**src/rtl/adc_pkg.sv**
```systemverilog
// adc_pkg: shared constants and helpers for the XADC moving-average filter.
//   - XADC result slice (do_out is left-justified, result in [15:4])
//   - aux channel DRP addresses
//   - clog2 / channel-tag width helpers
package adc_pkg;

  localparam int XADC_MSB = 15;
  localparam int XADC_LSB = 4;
  localparam int XADC_W   = 12;

  localparam logic [6:0] DRP_ADDR_VAUX6  = 7'h16;
  localparam logic [6:0] DRP_ADDR_VAUX7  = 7'h17;
  localparam logic [6:0] DRP_ADDR_VAUX14 = 7'h1E;
  localparam logic [6:0] DRP_ADDR_VAUX15 = 7'h1F;

  // Ceiling log2; clog2(1) = 0.
  function automatic int clog2(input int value);
    int res;
    res = 0;
    for (int i = 0; i < 31; i++) begin
      if ((32'sd1 <<< i) < value) begin
        res = i + 1;
      end
    end
    return res;
  endfunction

  // Channel tag width, never narrower than one bit.
  function automatic int ch_width(input int num_ch);
    return (num_ch > 1) ? clog2(num_ch) : 1;
  endfunction

endpackage

```
**src/rtl/adc_moving_avg_if.sv**
```systemverilog
// adc_moving_avg_if: sample stream into the filter and averaged stream out.
//   s_valid/s_ch/s_data : tagged raw XADC words (no backpressure)
//   m_valid/m_ch/m_data : tagged averages, one per accepted sample
//   m_primed            : per-channel "window full" flags
//   master modport = producer/consumer side, slave modport = filter side.
interface adc_moving_avg_if #(
  parameter int NUM_CH = 4
);
  import adc_pkg::*;

  localparam int CH_W = ch_width(NUM_CH);

  logic              s_valid;
  logic [CH_W-1:0]   s_ch;
  logic [15:0]       s_data;
  logic              m_valid;
  logic [CH_W-1:0]   m_ch;
  logic [XADC_W-1:0] m_data;
  logic [NUM_CH-1:0] m_primed;

  modport master (
    output s_valid, s_ch, s_data,
    input  m_valid, m_ch, m_data, m_primed
  );

  modport slave (
    input  s_valid, s_ch, s_data,
    output m_valid, m_ch, m_data, m_primed
  );

endinterface

```
**src/rtl/adc_avg_lane.sv**
```systemverilog
// adc_avg_lane: one channel's boxcar state (history, write pointer,
// running sum, fill count).
//   clk, rst     : clock, async active-high reset
//   i_flush      : synchronous clear of all lane state
//   i_en         : accept i_x this cycle
//   i_x          : 12-bit sample
//   o_acc_next   : running sum including i_x (valid whenever i_en is high)
//   o_primed     : window has been filled since the last clear
module adc_avg_lane
  import adc_pkg::*;
#(
  parameter int LOG2_LEN = 3
) (
  input  logic                       clk,
  input  logic                       rst,
  input  logic                       i_flush,
  input  logic                       i_en,
  input  logic [XADC_W-1:0]          i_x,
  output logic [XADC_W+LOG2_LEN-1:0] o_acc_next,
  output logic                       o_primed
);

  localparam int LEN    = 1 << LOG2_LEN;
  localparam int ACC_W  = XADC_W + LOG2_LEN;
  localparam int FILL_W = LOG2_LEN + 1;

  logic [XADC_W-1:0]   r_hist [LEN];
  logic [LOG2_LEN-1:0] r_ptr;
  logic [ACC_W-1:0]    r_acc;
  logic [FILL_W-1:0]   r_fill;
  logic                r_primed;

  logic [ACC_W-1:0]    w_acc_next;
  logic [FILL_W-1:0]   w_fill_next;

  // Running-sum update and saturating fill count. The sum of the other
  // window entries plus x always fits ACC_W, so modular arithmetic is exact.
  always_comb begin
    w_acc_next = r_acc + ACC_W'(i_x) - ACC_W'(r_hist[r_ptr]);
    if (r_fill == FILL_W'(LEN)) begin
      w_fill_next = r_fill;
    end else begin
      w_fill_next = r_fill + FILL_W'(1'b1);
    end
  end

  // Lane state: cleared by reset or flush, advanced on each accepted sample.
  always_ff @(posedge clk or posedge rst) begin
    if (rst) begin
      for (int i = 0; i < LEN; i++) begin
        r_hist[i] <= {XADC_W{1'b0}};
      end
      r_ptr    <= {LOG2_LEN{1'b0}};
      r_acc    <= {ACC_W{1'b0}};
      r_fill   <= {FILL_W{1'b0}};
      r_primed <= 1'b0;
    end else if (i_flush) begin
      for (int i = 0; i < LEN; i++) begin
        r_hist[i] <= {XADC_W{1'b0}};
      end
      r_ptr    <= {LOG2_LEN{1'b0}};
      r_acc    <= {ACC_W{1'b0}};
      r_fill   <= {FILL_W{1'b0}};
      r_primed <= 1'b0;
    end else if (i_en) begin
      r_hist[r_ptr] <= i_x;
      r_ptr         <= r_ptr + LOG2_LEN'(1'b1);
      r_acc         <= w_acc_next;
      r_fill        <= w_fill_next;
      // Registered alongside the output strobe so it rises with m_valid.
      r_primed      <= (w_fill_next == FILL_W'(LEN));
    end else begin
      r_ptr <= r_ptr;
    end
  end

  assign o_acc_next = w_acc_next;
  assign o_primed   = r_primed;

endmodule

```
**src/rtl/adc_moving_avg.sv**
```systemverilog
// adc_moving_avg: per-channel 2^LOG2_LEN-tap moving average of XADC words.
//   clk, rst : clock, async active-high reset
//   flush    : synchronous clear of all filter state
//   bus      : slave side of adc_moving_avg_if (s_* in, m_* out)
// One lane per channel; the selected lane's new sum is shifted down and
// registered as the channel-tagged average one cycle after the sample.
module adc_moving_avg
  import adc_pkg::*;
#(
  parameter int NUM_CH   = 4,
  parameter int LOG2_LEN = 3
) (
  input  logic              clk,
  input  logic              rst,
  input  logic              flush,
  adc_moving_avg_if.slave   bus
);

  localparam int CH_W  = ch_width(NUM_CH);
  localparam int ACC_W = XADC_W + LOG2_LEN;

  logic [XADC_W-1:0] w_x;
  logic              w_accept;
  logic [NUM_CH-1:0] w_en;
  logic [NUM_CH-1:0] w_primed;
  logic [ACC_W-1:0]  w_acc_next [NUM_CH];
  logic [ACC_W-1:0]  w_acc_sel;

  logic              r_m_valid;
  logic [CH_W-1:0]   r_m_ch;
  logic [XADC_W-1:0] r_m_data;

  assign w_x = XADC_W'(bus.s_data >> XADC_LSB);

  // Out-of-range channel tags and samples coinciding with flush are dropped.
  assign w_accept = bus.s_valid & ~flush & (32'(bus.s_ch) < 32'(NUM_CH));

  // Channel decode into lane enables and mux of the selected lane's sum.
  always_comb begin
    w_en      = {NUM_CH{1'b0}};
    w_acc_sel = {ACC_W{1'b0}};
    for (int c = 0; c < NUM_CH; c++) begin
      if (w_accept && (bus.s_ch == CH_W'(c))) begin
        w_en[c]   = 1'b1;
        w_acc_sel = w_acc_next[c];
      end else begin
        w_en[c]   = 1'b0;
      end
    end
  end

  for (genvar g = 0; g < NUM_CH; g++) begin : g_lane
    adc_avg_lane #(
      .LOG2_LEN (LOG2_LEN)
    ) u_lane (
      .clk        (clk),
      .rst        (rst),
      .i_flush    (flush),
      .i_en       (w_en[g]),
      .i_x        (w_x),
      .o_acc_next (w_acc_next[g]),
      .o_primed   (w_primed[g])
    );
  end

  // Output register: strobe every cycle, tag/data only on accepted samples.
  always_ff @(posedge clk or posedge rst) begin
    if (rst) begin
      r_m_valid <= 1'b0;
      r_m_ch    <= {CH_W{1'b0}};
      r_m_data  <= {XADC_W{1'b0}};
    end else begin
      r_m_valid <= w_accept;
      if (w_accept) begin
        r_m_ch   <= bus.s_ch;
        r_m_data <= XADC_W'(w_acc_sel >> LOG2_LEN);
      end else begin
        r_m_data <= r_m_data;
      end
    end
  end

  assign bus.m_valid  = r_m_valid;
  assign bus.m_ch     = r_m_ch;
  assign bus.m_data   = r_m_data;
  assign bus.m_primed = w_primed;

endmodule

```
**src/flat_wrapper.sv**
```systemverilog
// flat-port wrapper written by rule: the top's interface ports become plain ports
module adc_moving_avg_flat import adc_pkg::*;
#(
  parameter int NUM_CH   = 4,
  parameter int LOG2_LEN = 3
)
  (clk, rst, flush, bus_s_valid, bus_s_ch, bus_s_data, bus_m_valid, bus_m_ch, bus_m_data, bus_m_primed);
  adc_moving_avg_if #(.NUM_CH(NUM_CH)) bus_i ();
  input  logic clk;
  input  logic rst;
  input  logic flush;
  input wire logic [$bits(bus_i.s_valid)-1:0] bus_s_valid;
  input wire logic [$bits(bus_i.s_ch)-1:0] bus_s_ch;
  input wire logic [$bits(bus_i.s_data)-1:0] bus_s_data;
  output wire logic [$bits(bus_i.m_valid)-1:0] bus_m_valid;
  output wire logic [$bits(bus_i.m_ch)-1:0] bus_m_ch;
  output wire logic [$bits(bus_i.m_data)-1:0] bus_m_data;
  output wire logic [$bits(bus_i.m_primed)-1:0] bus_m_primed;
  assign bus_i.s_valid = bus_s_valid;
  assign bus_i.s_ch = bus_s_ch;
  assign bus_i.s_data = bus_s_data;
  assign bus_m_valid = bus_i.m_valid;
  assign bus_m_ch = bus_i.m_ch;
  assign bus_m_data = bus_i.m_data;
  assign bus_m_primed = bus_i.m_primed;
  adc_moving_avg #(.NUM_CH(NUM_CH), .LOG2_LEN(LOG2_LEN)) u_core (.clk(clk), .rst(rst), .flush(flush), .bus(bus_i));
endmodule
```
**config.mk**
```make
export PLATFORM = sky130hd
export DESIGN_NAME = adc_moving_avg_flat
export DESIGN_NICKNAME = d
export VERILOG_FILES = /design/src/rtl/adc_pkg.sv /design/src/rtl/adc_moving_avg_if.sv /design/src/rtl/adc_avg_lane.sv /design/src/rtl/adc_moving_avg.sv /design/src/flat_wrapper.sv
export SDC_FILE = /design/constraint.sdc
export NUM_CORES = 1
export LEC_CHECK = 0
export CORE_MARGIN = 1.5
export CORE_UTILIZATION = 40
export DETAILED_ROUTE_END_ITERATION = 8
export GPL_TIMING_DRIVEN = 1
export PLACE_DENSITY = 0.55
export SKIP_CTS_REPAIR_TIMING = 1
export SYNTH_ARGS = -nofsm -noshare
export SYNTH_HDL_FRONTEND = slang
export SYNTH_SLANG_ARGS = --single-unit
```
**constraint.sdc**
```tcl
create_clock -name clk -period 35.9 [get_ports clk]
set_clock_uncertainty 0.05 [all_clocks]
set_input_delay 5.385 -clock clk [delete_from_list [all_inputs] [get_ports clk]]
set_output_delay 5.385 -clock clk [all_outputs]
set_load 0.01 [all_outputs]
```
Word level (Yosys, flattened, before mapping)
Cells that the tools add are included.
- output and inout port bits: 19
- bits of input ports: 22
- logic and storage cells: 181
- bits in registers: 491
- bitwise operators: 6
- reduce and logical (&&, ||, !) cells: 13
- add/sub/neg operators: 16
- muxes and demuxes: 76
- eq/ne operators: 11
- $lt $le $gt $ge: 8
- operator list (kind ; count):
    $mux W96 ; 8
    $bwmux W96 ; 4
    $mux W15 ; 12
    $bmux W12 S3 ; 4
    $demux W12 S3 ; 4
    $mux W12 ; 12
    $add A15 B12 Y15 ; 4
    $sub A15 B12 Y15 ; 4
    $mux W4 ; 12
    $eq A4 B4 Y1 const B ; 8
    $mux W3 ; 8
    $add A4 B1 Y4 const B ; 4
    $ge A4 B4 Y1 const B ; 4
    $lt A4 B1 Y1 const B ; 4
    $not A3 Y4 ; 4
    $add A3 B1 Y3 const B ; 4
    $mux W1 ; 12
    $logic_and A1 B1 Y1 ; 8
    $reduce_bool A2 Y1 ; 4
    $eq A2 B2 Y1 const B ; 2
    $eq A2 B1 Y1 const B ; 1
    $logic_not A2 Y1 ; 1
    $and A1 B1 Y1 ; 1
    $not A1 Y1 ; 1

Longest topological paths before layout
- depth in word-level cells: 9
- gate-level depth with buffers: 19
- gate-level depth less buffers: 17

Cells and area by module
From an unflattened synthesis, not the netlist that was laid out.
- cell total of the unflattened synthesis: 3235
- area total of the unflattened synthesis: 28412.2 um^2
- by module, submodules not included (module ; instances ; cells each ; area each (um^2) ; sequential area each (um^2)):
    adc_avg_lane at u_core.g_lane[1].u_lane ... ; 2 ; 790 ; 6829.0 ; 2977.9
    adc_avg_lane at u_core.g_lane[0].u_lane ; 1 ; 800 ; 6925.4 ; 2977.9
    adc_avg_lane at u_core.g_lane[3].u_lane ; 1 ; 802 ; 6885.4 ; 2977.9
    adc_moving_avg ; 1 ; 53 ; 943.4 ; 375.4

Least setup slack after synthesis
OpenSTA, ideal clock, no wires.
- kind: in2reg
- start point: input port bus_s_data[6]
- end point: register u_core.r_m_data[11], in the netlist u_core.bus.m_data[11]
- stages on the path: 12
- buffers on the path: 0
- setup time: 0.084 ns
- arrival time: 8.012 ns
- data required time: 35.766 ns
- slack: 27.754 ns
- cells stage by stage: inv_1 > fa_1 > inv_1 > ha_1 > nor2b_4 > o31a_1 > o21a_4 > o21a_4 > a2111oi_4 > o31a_2 > o21ai_2 > a41oi_2
- word-level cells in the longest chain between the ends: 6
- elaborated cells on any way between the ends: 12
- classes of those cells: add/sub: 8; mux: 4
- RTL lines (what ; line ; RTL):
    start: declaration ; flat_wrapper.sv:14 ; input wire logic [$bits(bus_i.s_data)-1:0] bus_s_data;
    $add A15 B12 Y15 ; adc_avg_lane.sv:39 ; w_acc_next = r_acc + ACC_W'(i_x) - ACC_W'(r_hist[r_ptr]);
    $sub A15 B12 Y15 ; adc_avg_lane.sv:39 ;
    $mux W15 (3 in series) ; adc_moving_avg.sv:43 ; if (w_accept && (bus.s_ch == CH_W'(c))) begin
    $mux W15 * ; adc_moving_avg.sv:43 ;
    end signal: assignment ; adc_moving_avg.sv:71 ; r_m_data <= {XADC_W{1'b0}};
    end signal: assignment ; adc_moving_avg.sv:76 ; r_m_data <= XADC_W'(w_acc_sel >> LOG2_LEN);
    end signal: assignment ; adc_moving_avg.sv:78 ; r_m_data <= r_m_data;
    end: declaration ; adc_moving_avg.sv:31 ; logic [XADC_W-1:0] r_m_data;
Every way passes the cells marked *; elsewhere a longest branch is shown, timed or not.
A chain may end at the register's enable or synchronous reset.

Final worst setup path
- start point: input port bus_s_data[5]
- end point: register u_core.r_m_data[8], in the netlist u_core.bus.m_data[8]
The elaborated chain is that of the path after synthesis.

==> reports/qor.txt <==
Arr. time, crit path = 9950 ps
Seq. cell area = 12300 um2
routed length per instance = 20.5 um
Critical Path Max Stage Delay = 740 ps
Setup-failing EPs final = 0
Via Count = 22200
# port buffers = 36
pwr dens = 44.9 nW/um2
fin. max-slew vios = 0
Clk Latency, worst-skew pair = 610 ps
Sw Ratio = 0.276
Worst-Margin Slew = 1310 ps
synthesis-stage register bit count = 491
combinational share of power = 0.151
Final min period = 9540 ps
Max Clock Freq = 105 MHz
residual DRC count = 0
htree depth = 2
global-route wire length before repair = 129 mm
Synth Area in Compound Gates = 0.155
ys async rst share = 1.00
Flop pwr share = 0.421
CP startpoint kind = primary input
Layout area overhead = 10.0%
DP Wirelength = 50.1 mm
Synthesized Nets = 3323
ys flop type = dfrtp_1
Post-Synth Adder-Cell Area = 0.0678
crit path cell chain = buf_2 > inv_1 > fa_1 > inv_1 > ha_1 > a211oi_1 > o21ai_1 > a21oi_1 > o21ai_1 > a2111oi_2 > nor4_1 > o21ai_0 > o2111ai_1
setup TNS = 0 ps
outcome = completed
CP Class = primary input to flop
std cell rows = 95
Vias/cell = 5.56
power share of the clock group = 0.428
clk slew on worst S/H paths = 60 ps
aggregate routed wire length = 81.8 mm
worst vdd ir = 0.0000374 V
Ys Warns = 0
Post-DRT Antenna Nets = 0
n_diodes = 0
kind of cell adding the most delay to the critical path = compound AO/OA/AOI/OAI gates
Overflow after GRT = 0
P_sw = 0.000374 W
mux cell area share after synthesis = 0.0666
largest net degree at the start of global routing = 220
Final Instance Area = 30200 um2
Worst path slowest cell = buf_2
CTS tree = done
maximum clock path buffer count = 3
Syn Area/Cell = 8.63 um2
RSZ-0062 raised after global routing = false
mapped cell area = 27400 um2
buffer and inverter count on the worst path = 3
endpoints failing hold = 0
initial antenna violation count = 1
post-synthesis xor/xnor area fraction = 0.0191
Die H = 265 um
max capacitance violation total = 0
critical path capture point type = flop
worst min path class = flop to flop
initial core utilization = 0.407
combinational family with the most area after synthesis = simple AND/OR/NAND/NOR gates
filler cell count = 6502
total internal power = 0.000982 W
Slew headroom = 0.129
placed instance area = 28300 um2
area of the multi-input gates = 13600 um2
crit path max fanout = 31
GPL Wtd Cong = 0.841
Iter 0 DRT Violations = 1887
synth unique cells = 72
Clock Sinks = 491
register area share after synthesis = 0.448
final net count = 3222
Post-Synthesis Cells = 3181
Synth Area in Simple Gates = 0.184
proportion of layout cells with a drive suffix above 1 = 0.0791
IO Count = 41
CTS root buf = clkbuf_16
Core Region = 67500 um2
GRT Total Usage = 0.235
die width = 265 um
LEAKAGE = 12.8 nW
EDFF count, synth = 0
CTS buffer count = 56
full die area = 70200 um2
CP required = 36310 ps
drt first pass iters = 6
period utilization = 0.266
vias in the first global route = 22000
Final Util = 0.447
state kept, by name, indices dropped and copies added, names as in the netlist:
| signal | count |
|---|---|
| u_core.g_lane.u_lane.r_ptr | 12 |
| u_core.bus.m_data | 12 |
| u_core.bus.m_ch | 2 |
| u_core.bus.m_valid | 1 |
| u_core.g_lane.u_lane.r_fill | 16 |
| u_core.g_lane.u_lane.r_acc | 60 |
| u_core.g_lane.u_lane.r_hist | 384 |
| u_core.g_lane.u_lane.o_primed | 4 |
layout by cell type, fill, tap and decap left out, types with 22 or more instances in the layout:
cell,count
o21ai_0,58
nand2_1,884
mux2i_1,51
nand3_1,41
fa_1,48
xnor2_1,44
ha_1,72
inv_1,182
dfrtp_1,491
a21oi_1,466
mux2_2,45
buf_4,37
nor2_1,165
a21o_1,22
clkbuf_16,57
clkdlybuf4s50_1,29
a22oi_1,22
mux4_2,36
routing by layer:
| metal | vias to the layer above | GRT usage | part of all wire |
|---|---|---|---|
| li1 | 10400 | - | - |
| met1 | 11100 | 0.329 | 0.45 |
| met2 | 603 | 0.377 | 0.46 |
| met3 | 132 | 0.0330 | 0.054 |
| met4 | 2 | 0.0720 | 0.029 |
| met5 | - | 0 | 0.00015 |
logic make-up (layout without fill, tap and decap cells):
logic type / after synthesis / in the layout
buffers and inverters: 421 / 362
AO/OA/AOI/OAI: 724 / 724
XOR/XNOR: 60 / 60
AND/OR/NAND/NOR: 1233 / 1233
flip-flops: 491 / 491
adder cells (fa/ha/maj): 120 / 120
multiplexers: 132 / 132
stage by stage:
| stage | std cells | setup slack [ps] | power [W] | hold slack (ps) |
|---|---|---|---|---|
| after global routing | 3995 | 26050 | 0.00141 | 470 |
| after floorplan | 3181 | 16760 | 0.000720 | 396 |
| final | 3995 | 26360 | 0.00136 | 429 |
| after detailed placement | 3895 | 25790 | 0.000784 | 418 |
| after global placement | 3895 | 25850 | 0.000780 | 409 |
| after CTS | 3995 | 26420 | 0.00137 | 432 |
cell usage after synthesis, types with 29 or more instances:
library cell    n  area share
nor2_1        166       0.023
mux2i_1        51       0.019
nand2_1       884        0.12
inv_1         183       0.025
o21ai_0        58       0.011
xnor2_1        44       0.014
fa_1           48       0.035
mux2_2         45       0.018
dfrtp_1       491        0.45
nand3_1        41      0.0075
mux4_2         36       0.030
nor3_1         29      0.0053
ha_1           72       0.033
a21oi_1       466       0.085
clkbuf_1      182       0.025
final timing paths:
path | from | to | slack, ps | cells after the start
worst max register to register | u_core.g_lane[3].u_lane.r_ptr[2]$_DFFE_PP0P_ | u_core.bus.m_data[8]$_DFFE_PP0P_ | 30700 | 15
max in group asynchronous | rst | u_core.g_lane[1].u_lane.r_hist[74]$_DFFE_PP0P_ | 28960 | 3
worst max-delay path | bus_s_data[5] | u_core.bus.m_data[8]$_DFFE_PP0P_ | 26360 | 13
worst min-delay path | u_core.g_lane[0].u_lane.r_acc[5]$_DFFE_PP0P_ | u_core.g_lane[0].u_lane.r_acc[5]$_DFFE_PP0P_ | 430 | 1
worst min register to register | u_core.g_lane[0].u_lane.r_acc[5]$_DFFE_PP0P_ | u_core.g_lane[0].u_lane.r_acc[5]$_DFFE_PP0P_ | 430 | 1
min in group asynchronous | rst | u_core.g_lane[2].u_lane.r_hist[68]$_DFFE_PP0P_ | 5310 | 2
cell type report:
class	count	share of cell area
Clock buffer	85	0.0563
Clock inverter	15	0.00510
Inverter	186	0.0234
Multi-Input combinational cell	2269	0.450
Sequential cell	491	0.407
Tap cell	873	0.0362
Timing Repair Buffer	76	0.0223
power by group through the flow:
stage | sequential (W) | combinational, W | clock (W)
2_1_floorplan | 0.000580 | 0.000140 | 0
5_1_grt | 0.000572 | 0.000227 | 0.000616
3_3_place_gp | 0.000580 | 0.000200 | 0
3_5_place_dp | 0.000581 | 0.000203 | 0
6_report | 0.000571 | 0.000205 | 0.000581
4_1_cts | 0.000571 | 0.000205 | 0.000593
Power figures use the tool's default switching activity.
